==> config.mk <==
export PLATFORM = sky130hd
export DESIGN_NAME = watch_set_ctrl
export DESIGN_NICKNAME = d
export VERILOG_FILES = /design/src/rtl/watch_set_ctrl_pkg.sv /design/src/rtl/watch_set_ctrl_inc_repeat.sv /design/src/rtl/watch_set_ctrl.sv
export SDC_FILE = /design/constraint.sdc
export NUM_CORES = 1
export LEC_CHECK = 0
export CAP_MARGIN = 30
export CORE_MARGIN = 4
export CORE_UTILIZATION = 42
export DETAILED_ROUTE_END_ITERATION = 16
export MAX_ROUTING_LAYER = met4
export PLACE_DENSITY = 0.75
export SYNTH_ARGS = -nofsm -noshare
export SYNTH_HDL_FRONTEND = slang
export SYNTH_HIERARCHICAL = 1
export SYNTH_SLANG_ARGS = --single-unit
==> constraint.sdc <==
create_clock -name clock -period 2 [get_ports clock]
set_input_delay 0.4 -clock clock [delete_from_list [all_inputs] [get_ports clock]]
set_output_delay 0.4 -clock clock [all_outputs]
set_load 0.05 [all_outputs]
==> src/rtl/watch_set_ctrl_pkg.sv <==
// Shared watch encodings and counter terminal counts.
package watch_pkg;

    typedef enum logic [1:0] {
        NORMAL   = 2'd0,
        SET_HOUR = 2'd1,
        SET_MIN  = 2'd2,
        SET_SEC  = 2'd3
    } mode_e;

    localparam int unsigned SEC_MAX  = 59;
    localparam int unsigned MIN_MAX  = 59;
    localparam int unsigned HOUR_MAX = 23;
    localparam int unsigned VAL_W    = 8;

    // Mode button order: NORMAL -> SET_HOUR -> SET_MIN -> SET_SEC -> NORMAL.
    function automatic mode_e next_mode(input mode_e m);
        return mode_e'(2'(m + 2'd1));
    endfunction

endpackage

==> src/rtl/watch_set_ctrl_inc_repeat.sv <==
// Increment button edge detector with hold-to-repeat.
module inc_repeat #(
    parameter int unsigned REPEAT_DLY = 500,
    parameter int unsigned REPEAT_PER = 100
) (
    input  logic clock,
    input  logic reset,
    input  logic clr,
    input  logic lvl,
    output logic pulse_c
);

    localparam int unsigned CNT_MAX = (REPEAT_DLY > REPEAT_PER) ? REPEAT_DLY : REPEAT_PER;
    localparam int unsigned CNT_W   = $clog2(CNT_MAX + 1);

    logic             lvl_q;
    logic             armed;
    logic             in_rpt;
    logic [CNT_W-1:0] cnt;
    logic [CNT_W-1:0] target_c;
    logic             rise_c;
    logic             rpt_c;

    // A level held across a clear keeps lvl_q high, so it never looks like a fresh edge.
    always_comb begin
        rise_c   = lvl && !lvl_q && !clr;
        target_c = in_rpt ? CNT_W'(REPEAT_PER) : CNT_W'(REPEAT_DLY);
        rpt_c    = armed && lvl && !clr && (cnt == target_c);
        pulse_c  = rise_c || rpt_c;
    end

    // cnt holds cycles since the last issued pulse while the button stays armed.
    always_ff @(posedge clock) begin
        if (reset) begin
            lvl_q  <= 1'b0;
            armed  <= 1'b0;
            in_rpt <= 1'b0;
            cnt    <= '0;
        end else begin
            lvl_q <= lvl;
            if (clr || !lvl) begin
                armed  <= 1'b0;
                in_rpt <= 1'b0;
                cnt    <= '0;
            end else if (rise_c) begin
                armed  <= 1'b1;
                in_rpt <= 1'b0;
                cnt    <= CNT_W'(1);
            end else if (rpt_c) begin
                in_rpt <= 1'b1;
                cnt    <= CNT_W'(1);
            end else if (armed && (cnt != CNT_W'(CNT_MAX))) begin
                cnt <= cnt + CNT_W'(1);
            end
        end
    end

endmodule

==> src/rtl/watch_set_ctrl.sv <==
// Watch time-set controller: mode FSM, carry generation, set timeout and blink.
module watch_set_ctrl
    import watch_pkg::*;
#(
    parameter int unsigned SEC_MAX    = watch_pkg::SEC_MAX,
    parameter int unsigned MIN_MAX    = watch_pkg::MIN_MAX,
    parameter int unsigned REPEAT_DLY = 500,
    parameter int unsigned REPEAT_PER = 100,
    parameter int unsigned TIMEOUT    = 30
) (
    input  logic       clock,
    input  logic       reset,
    input  logic       tick,
    input  logic       mode_btn,
    input  logic       inc_lvl,
    input  logic [7:0] sec_val,
    input  logic [7:0] min_val,
    input  logic [7:0] hour_val,
    output logic       sec_pulse,
    output logic       min_pulse,
    output logic       hour_pulse,
    output logic [1:0] mode,
    output logic       blink
);

    localparam int unsigned IDLE_W = $clog2(TIMEOUT + 1);

    mode_e             state;
    mode_e             state_d;
    logic [IDLE_W-1:0] idle;
    logic [IDLE_W-1:0] idle_d;
    logic              blink_d;
    logic              sec_d;
    logic              min_d;
    logic              hour_d;
    logic              clr_c;
    logic              inc_c;
    logic              unused_c;

    // Hours wrap in the counter itself; the value is not needed here.
    assign unused_c = ^hour_val;

    inc_repeat #(
        .REPEAT_DLY(REPEAT_DLY),
        .REPEAT_PER(REPEAT_PER)
    ) u_inc (
        .clock  (clock),
        .reset  (reset),
        .clr    (clr_c),
        .lvl    (inc_lvl),
        .pulse_c(inc_c)
    );

    // Next state: mode button beats timeout; any change (or NORMAL) clears the repeater.
    always_comb begin
        state_d = state;
        if (mode_btn) begin
            state_d = next_mode(state);
        end else if ((state != NORMAL) && (idle == IDLE_W'(TIMEOUT))) begin
            state_d = NORMAL;
        end
        clr_c = (state == NORMAL) || (state_d != state);
    end

    // Pulse routing, idle counting and blink update.
    always_comb begin
        sec_d   = 1'b0;
        min_d   = 1'b0;
        hour_d  = 1'b0;
        idle_d  = idle;
        blink_d = blink;

        case (state)
            NORMAL: begin
                if (tick) begin
                    sec_d  = 1'b1;
                    min_d  = (sec_val == 8'(SEC_MAX));
                    hour_d = min_d && (min_val == 8'(MIN_MAX));
                end
            end
            SET_HOUR: hour_d = inc_c;
            SET_MIN:  min_d  = inc_c;
            SET_SEC:  sec_d  = inc_c;
        endcase

        if ((state == NORMAL) || (state_d != state) || inc_c) begin
            idle_d = '0;
        end else if (tick && (idle != IDLE_W'(TIMEOUT))) begin
            idle_d = idle + IDLE_W'(1);
        end

        if ((state_d == NORMAL) || (state_d != state) || inc_c) begin
            blink_d = 1'b1;
        end else if (tick) begin
            blink_d = !blink;
        end
    end

    // State and output registers.
    always_ff @(posedge clock) begin
        if (reset) begin
            state      <= NORMAL;
            idle       <= '0;
            blink      <= 1'b1;
            sec_pulse  <= 1'b0;
            min_pulse  <= 1'b0;
            hour_pulse <= 1'b0;
        end else begin
            state      <= state_d;
            idle       <= idle_d;
            blink      <= blink_d;
            sec_pulse  <= sec_d;
            min_pulse  <= min_d;
            hour_pulse <= hour_d;
        end
    end

    assign mode = state;

endmodule

# Yosys cells after proc, flatten, opt, wreduce, memory -nomap -nowiden
# Index checks and enable logic that the tools add are counted.
[totals] output_inout_bits=6 ff_bits=23 word_cells=64 inputBits=29
[classes] n_reduce_logical=28 eq_ne=10 mux=12 n_addsub=3
[ops] op="8-bit by 6-bit == test with 1-bit output (second input constant)" n=2
[ops] op="9-bit by 1-bit adder with 9-bit output (second input constant)" n=1
[ops] op="9-bit == test" n=1
[ops] op="1-bit logical AND" n=9
[ops] op="9-bit two-way mux" n=1
[ops] op="9-bit inequality test (second input constant)" n=1
[ops] op="1-bit logical OR" n=6
[ops] op="1-bit two-way mux" n=6
[ops] op="1-bit one-hot mux with 2 select lines" n=3
[ops] op="2-bit OR reduction" n=3
[ops] op="5-bit by 1-bit adder with 5-bit output (second input constant)" n=1
[ops] op="5-bit == test (second input constant)" n=1
[ops] op="5-bit inequality test (second input constant)" n=1
[ops] op="2-bit == test (second input constant)" n=2
[ops] op="1-bit zero test" n=4
[ops] op="2-bit zero test" n=2
[ops] op="2-bit two-way mux" n=2
[ops] op="4-bit OR reduction" n=1
[ops] op="3-bit nonzero test" n=1
[ops] op="3-bit OR reduction" n=1
[ops] op="2-bit by 1-bit adder with 2-bit output (second input constant)" n=1
[ops] op="2-bit by 1-bit == test with 1-bit output (second input constant)" n=1
[ops] op="2-bit inequality test" n=1
[ops] op="2-bit nonzero test" n=1

# Longest topological paths before layout
[logic_depth] depth_word=12 depth_mapped=9 mapped_depth_nobuf=9

# By module
# Netlist, hierarchy kept.
[by_module_without_submodules] mod="watch_set_ctrl" seq_area_each_um2=220.2 cells_per_inst=69 n_inst=1 area_each_um2=621.8
[by_module_without_submodules] mod="inc_repeat" seq_area_each_um2=240.2 cells_per_inst=65 n_inst=1 area_each_um2=586.8

# Least setup slack after synthesis
# No wires, ideal clock.
[synth_timing] path_kind="reg2reg" startpoint="reg state[0], in the netlist mode[0]" endpoint="reg idle[2]" setup_time_ns=0.126 synth_period_minus_slack_ns=2.026 arrival_time_ns=1.900 path_stages_with_launch=10 n_path_buf=0 t_required_ns=1.874 setup_slack_ns=-0.026 cell_sequence="dfxtp_1 > inv_1 > ha_1 > nor2_1 > o21ai_0 > nand2b_1 > nor2_1 > nor4_2 > o21ai_2 > nor3_1"
[synth_between] elab_chain_len=12 elab_cells_between_ends=15 cone_classes="add/sub (1); eq/ne (1); mux (2); reduce/logical (11)"
[synth_rtl] element="start, declared" line_no="watch_set_ctrl.sv:28" source="mode_e state;"
[synth_rtl] element="start signal, assigned" line_no="watch_set_ctrl.sv:109" source="state <= state_d;"
[synth_rtl] element="2-bit nonzero test" line_no="watch_set_ctrl.sv:59" source="end else if ((state != NORMAL) && (idle == IDLE_W'(TIMEOUT))) begin"
[synth_rtl] element="1-bit logical AND" line_no="watch_set_ctrl.sv:59"
[synth_rtl] element="2-bit two-way mux" line_no="watch_set_ctrl.sv:59"
[synth_rtl] element="2-bit two-way mux" line_no="watch_set_ctrl.sv:57" source="if (mode_btn) begin"
[synth_rtl] element="2-bit inequality test" line_no="watch_set_ctrl.sv:62" source="clr_c = (state == NORMAL) || (state_d != state);"
[synth_rtl] element="1-bit logical OR (*)" line_no="watch_set_ctrl.sv:62"
[synth_rtl] element="net clr_c" line_no="watch_set_ctrl.sv:36" source="logic clr_c;"
[synth_rtl] element="1-bit zero test (*)" line_no="watch_set_ctrl_inc_repeat.sv:26, watch_set_ctrl_inc_repeat.sv:28"
[synth_rtl] element="1-bit logical AND (2 in a row)" line_no="watch_set_ctrl_inc_repeat.sv:28" source="rpt_c = armed && lvl && !clr && (cnt == target_c);"
[synth_rtl] element="1-bit logical OR (*)" line_no="watch_set_ctrl_inc_repeat.sv:29" source="pulse_c = rise_c || rpt_c;"
[synth_rtl] element="net inc_c" line_no="watch_set_ctrl.sv:37" source="logic inc_c;"
[synth_rtl] element="1-bit logical OR (*)" line_no="watch_set_ctrl.sv:86" source="if ((state == NORMAL) || (state_d != state) || inc_c) begin"
[synth_rtl] element="2-bit OR reduction (no source line) (*)"
[synth_rtl] element="end signal, assigned" line_no="watch_set_ctrl.sv:110" source="idle <= idle_d;"
[synth_rtl] element="end, declared" line_no="watch_set_ctrl.sv:30" source="logic [IDLE_W-1:0] idle;"
# Mark *: on every way through the listed nets, which the timed path passes. The rest lies on a longest branch.
# A chain may end at the register's enable or synchronous reset.

# Final worst setup path
[layout_timing] startpoint="reg state[0], in the netlist mode[0]" endpoint="out mode[0]"
[layout_lines] element="end, declared" line_no="watch_set_ctrl.sv:22" source="output logic [1:0] mode,"
# No word-level cell between the ends.

==> impl_metrics.json <==
{
  "ff_latch_area_sq_um": 465.4,
  "path_clk_slew_ns": 0.12,
  "synth-compound-area-share_pct": 13.98,
  "wl_um": 2671,
  "path_class": "register to output pin",
  "synthSimpleGateAreaFrac_pct": 29.81,
  "dp_slack_ns": 0.01145,
  "ys_seq_elements": 23,
  "syn_to_final_growth_pct": 36.75,
  "fin_ws_ns": 0.07079,
  "crit_family": "buffers and inverters",
  "netlist_instances": 134,
  "ctsLongestPathBuffers": 2,
  "crit_buf_inv": 1,
  "root_buffer": "clkbuf_4",
  "hpwl_um": 2087,
  "arrival_ns": 1.53,
  "dieArea_sq_mm": 0.003800,
  "syn_area_sq_mm": 0.001209,
  "slew_headroom_pct": 66.13,
  "peakVddDrop_uv": 397.2,
  "worst_pin_slew_ns": 0.5065,
  "grt_pass1_wl_um": 4491,
  "path_cells": "clkdlybuf4s50_1",
  "cts_tree": "built",
  "critPathMaxFanout": 6,
  "drv_cap": 0,
  "die_h_um": 61.65,
  "rows": 19,
  "synth_edf_count": 0,
  "synth_top_family_by_area": "simple AND/OR/NAND/NOR gates",
  "synth_nets": 171,
  "wl_per_cell_um": 13.09,
  "yosysTopAreaCell": "dfxtp_1",
  "grt_max_degree": 14,
  "nFillCells": 235,
  "grt_use_total_pct": 16.24,
  "synth-xor-area-share_pct": 5.072,
  "p_total_mw": 0.8291,
  "clk_latency_ns": 0.31,
  "die_w_um": 61.65,
  "yosys-top-cells-area": "dfxtp_1 38%, ha_1 8.3%, xnor2_1 4.3%",
  "leakage_nw": 0.6330,
  "cts_made_buffers": 3,
  "portBuffers": 26,
  "drt_first_pass_iters": 4,
  "powerDensity_mw_per_mm2": 501.6,
  "clock_sinks": 23,
  "worstPathRequired_ns": 1.60,
  "drc": 0,
  "vias": 1092,
  "yosys-mux-area-fraction_pct": 0.8282,
  "multi_input_area_sq_um": 743.2,
  "antenna_found_initial": 0,
  "ys.flop_type": "dfxtp_1",
  "yosysSeqAreaShare_pct": 38.10,
  "nNetsFinal": 211,
  "status": "finished, final reports clean",
  "drive_gt1_share_pct": 20.23,
  "synthArstFlopShare_pct": 0,
  "start_util_pct": 43.83,
  "place_congestion": 0.8126,
  "ys_warn_count": 6,
  "cts_hold_buf": 0,
  "htreeDepth": 1,
  "drt_iter0_markers": 20,
  "fin_crit_sh_pct": 96.46,
  "setup_viol": 0,
  "routed_via_density": 5.353,
  "cp-start-kind": "register",
  "n_antenna_cell": 0,
  "cp-end-kind": "output pin",
  "ys_types": 41,
  "hp-class": "register to register",
  "core_sq_mm": 0.002758,
  "cpPeakStageDelay_ns": 0.82,
  "fmax_mhz": 518.3,
  "pin_count": 35,
  "period_minus_slack_ns": 1.929,
  "antenna_left": 0,
  "fin_skew_ns": 0.001009,
  "grt_pass1_vias": 1059,
  "hold_violations": 0,
  "slowest_stage": "clkdlybuf4s50_1",
  "netlist.area_leader.share_pct": 38.10,
  "grt_overflow": 0,
  "synth.avg_cell_area_sq_um": 9.020,
  "drv_slew": 0,
  "synthAdderAreaFrac_pct": 8.282
}
==> stage by stage <==
| step | area, sq um | std cells | TNS, ns | util (%) | hold slack, ns |
|---|---|---|---|---|---|
| 2_1_floorplan | 1210 | 134 | 0 | - | 0.4662 |
| 3_3_place_gp | 1564 | 198 | 0 | 56.72 | 0.4882 |
| 3_5_place_dp | 1564 | 198 | 0 | 56.72 | 0.4907 |
| 4_1_cts | 1607 | 203 | 0 | 58.26 | 0.5106 |
| 5_1_grt | 1653 | 204 | -0.006151 | 59.94 | 0.5358 |
| 6_report | 1653 | 204 | 0 | 59.94 | 0.5083 |
==> logic make-up (layout without fill, tap and decap cells) <==
group | count (synthesis) | count (layout)
buf+inv | 12 | 51
xor+xnor | 7 | 7
mux | 1 | 1
simple gates | 59 | 59
compound gates | 24 | 24
flops | 23 | 23
fa+ha+maj | 8 | 8
==> sequential cells by signal, indices dropped and copies added (netlist names) <==
name and cells:
blink 1, hour_pulse 1, idle 5, min_pulse 1
mode 2, sec_pulse 1, u_inc/armed 1, u_inc/cnt 9
u_inc/in_rpt 1, u_inc/lvl_q 1
==> layout by cell type, fill, tap and decap left out, types with 2 or more instances in the layout <==
cell	count
dfxtp_1	19
xnor2_1	6
buf_4	12
nand2_1	6
and4b_1	2
nor3_2	2
dfxtp_2	4
nor3_1	8
inv_1	10
nor2_1	11
nand3_1	5
o21ai_0	3
a21oi_1	10
clkbuf_4	3
clkdlybuf4s50_1	25
nor2b_1	3
ha_1	7
nand4_1	5
or3_1	2
o21ai_2	2
==> synthesized netlist by cell type, drive strengths merged, types with 2 or more instances <==
library cell  number
nor2              12
inv               10
or3                2
nor2b              4
nor3              10
a211oi             2
o21ai              5
dfxtp             23
nand3b             2
nand3              5
a21oi             10
nand2b             2
and4b              2
xnor2              6
nand2              6
ha                 8
nand4              6
==> worst paths after layout <==
kind,slack (ns),end,cells after the start,from
setup / recovery,0.07,mode[0],1,mode[0]
hold / removal,0.51,u_inc/cnt[3],2,u_inc/cnt[3]
setup reg to reg,0.08,idle[0],8,u_inc/cnt[4]
hold reg to reg,0.51,u_inc/cnt[3],2,u_inc/cnt[3]
==> repair_timing <==
| item | in CTS | in global routing |
|---|---|---|
| gates resized for setup | 2 | 10 |
| endpoints found under the setup margin | 1 | 6 |
| cloned | 0 | 0 |
| hold endpoints to repair | 0 | 0 |
| pin swaps | 0 | 2 |
| setup buffers | 1 | 1 |
==> tightest hold or removal path: stages (launching register included) <==
cell and delay, ns:
dfxtp_1 0.36, nand2_1 0.06, a21oi_1 0.05
==> layout make-up <==
cell class,instances,share of cell area [%]
tap,31,2.347
multi-input combinational,99,44.97
sequential,23,28.16
clock buffer,3,1.363
inverter,10,2.271
timing repair buffer,37,20.59
clock inverter,1,0.3028
==> report_power, final <==
group / leakage [nW] / switching, mW / internal, mW
clock network: 0.0177 / 0.142 / 0.0749
registers: 0.188 / 0.00847 / 0.466
logic: 0.427 / 0.0640 / 0.0737
==> metal layers <==
layer / part of all wire [%] / track usage (%)
met2: 54 / 30.04
met4: 1.7 / 5.455
met5: 0 / -
met1: 42 / 17.34
met3: 2.4 / 2.516
No activity file was read; power rests on OpenSTA's default activity.
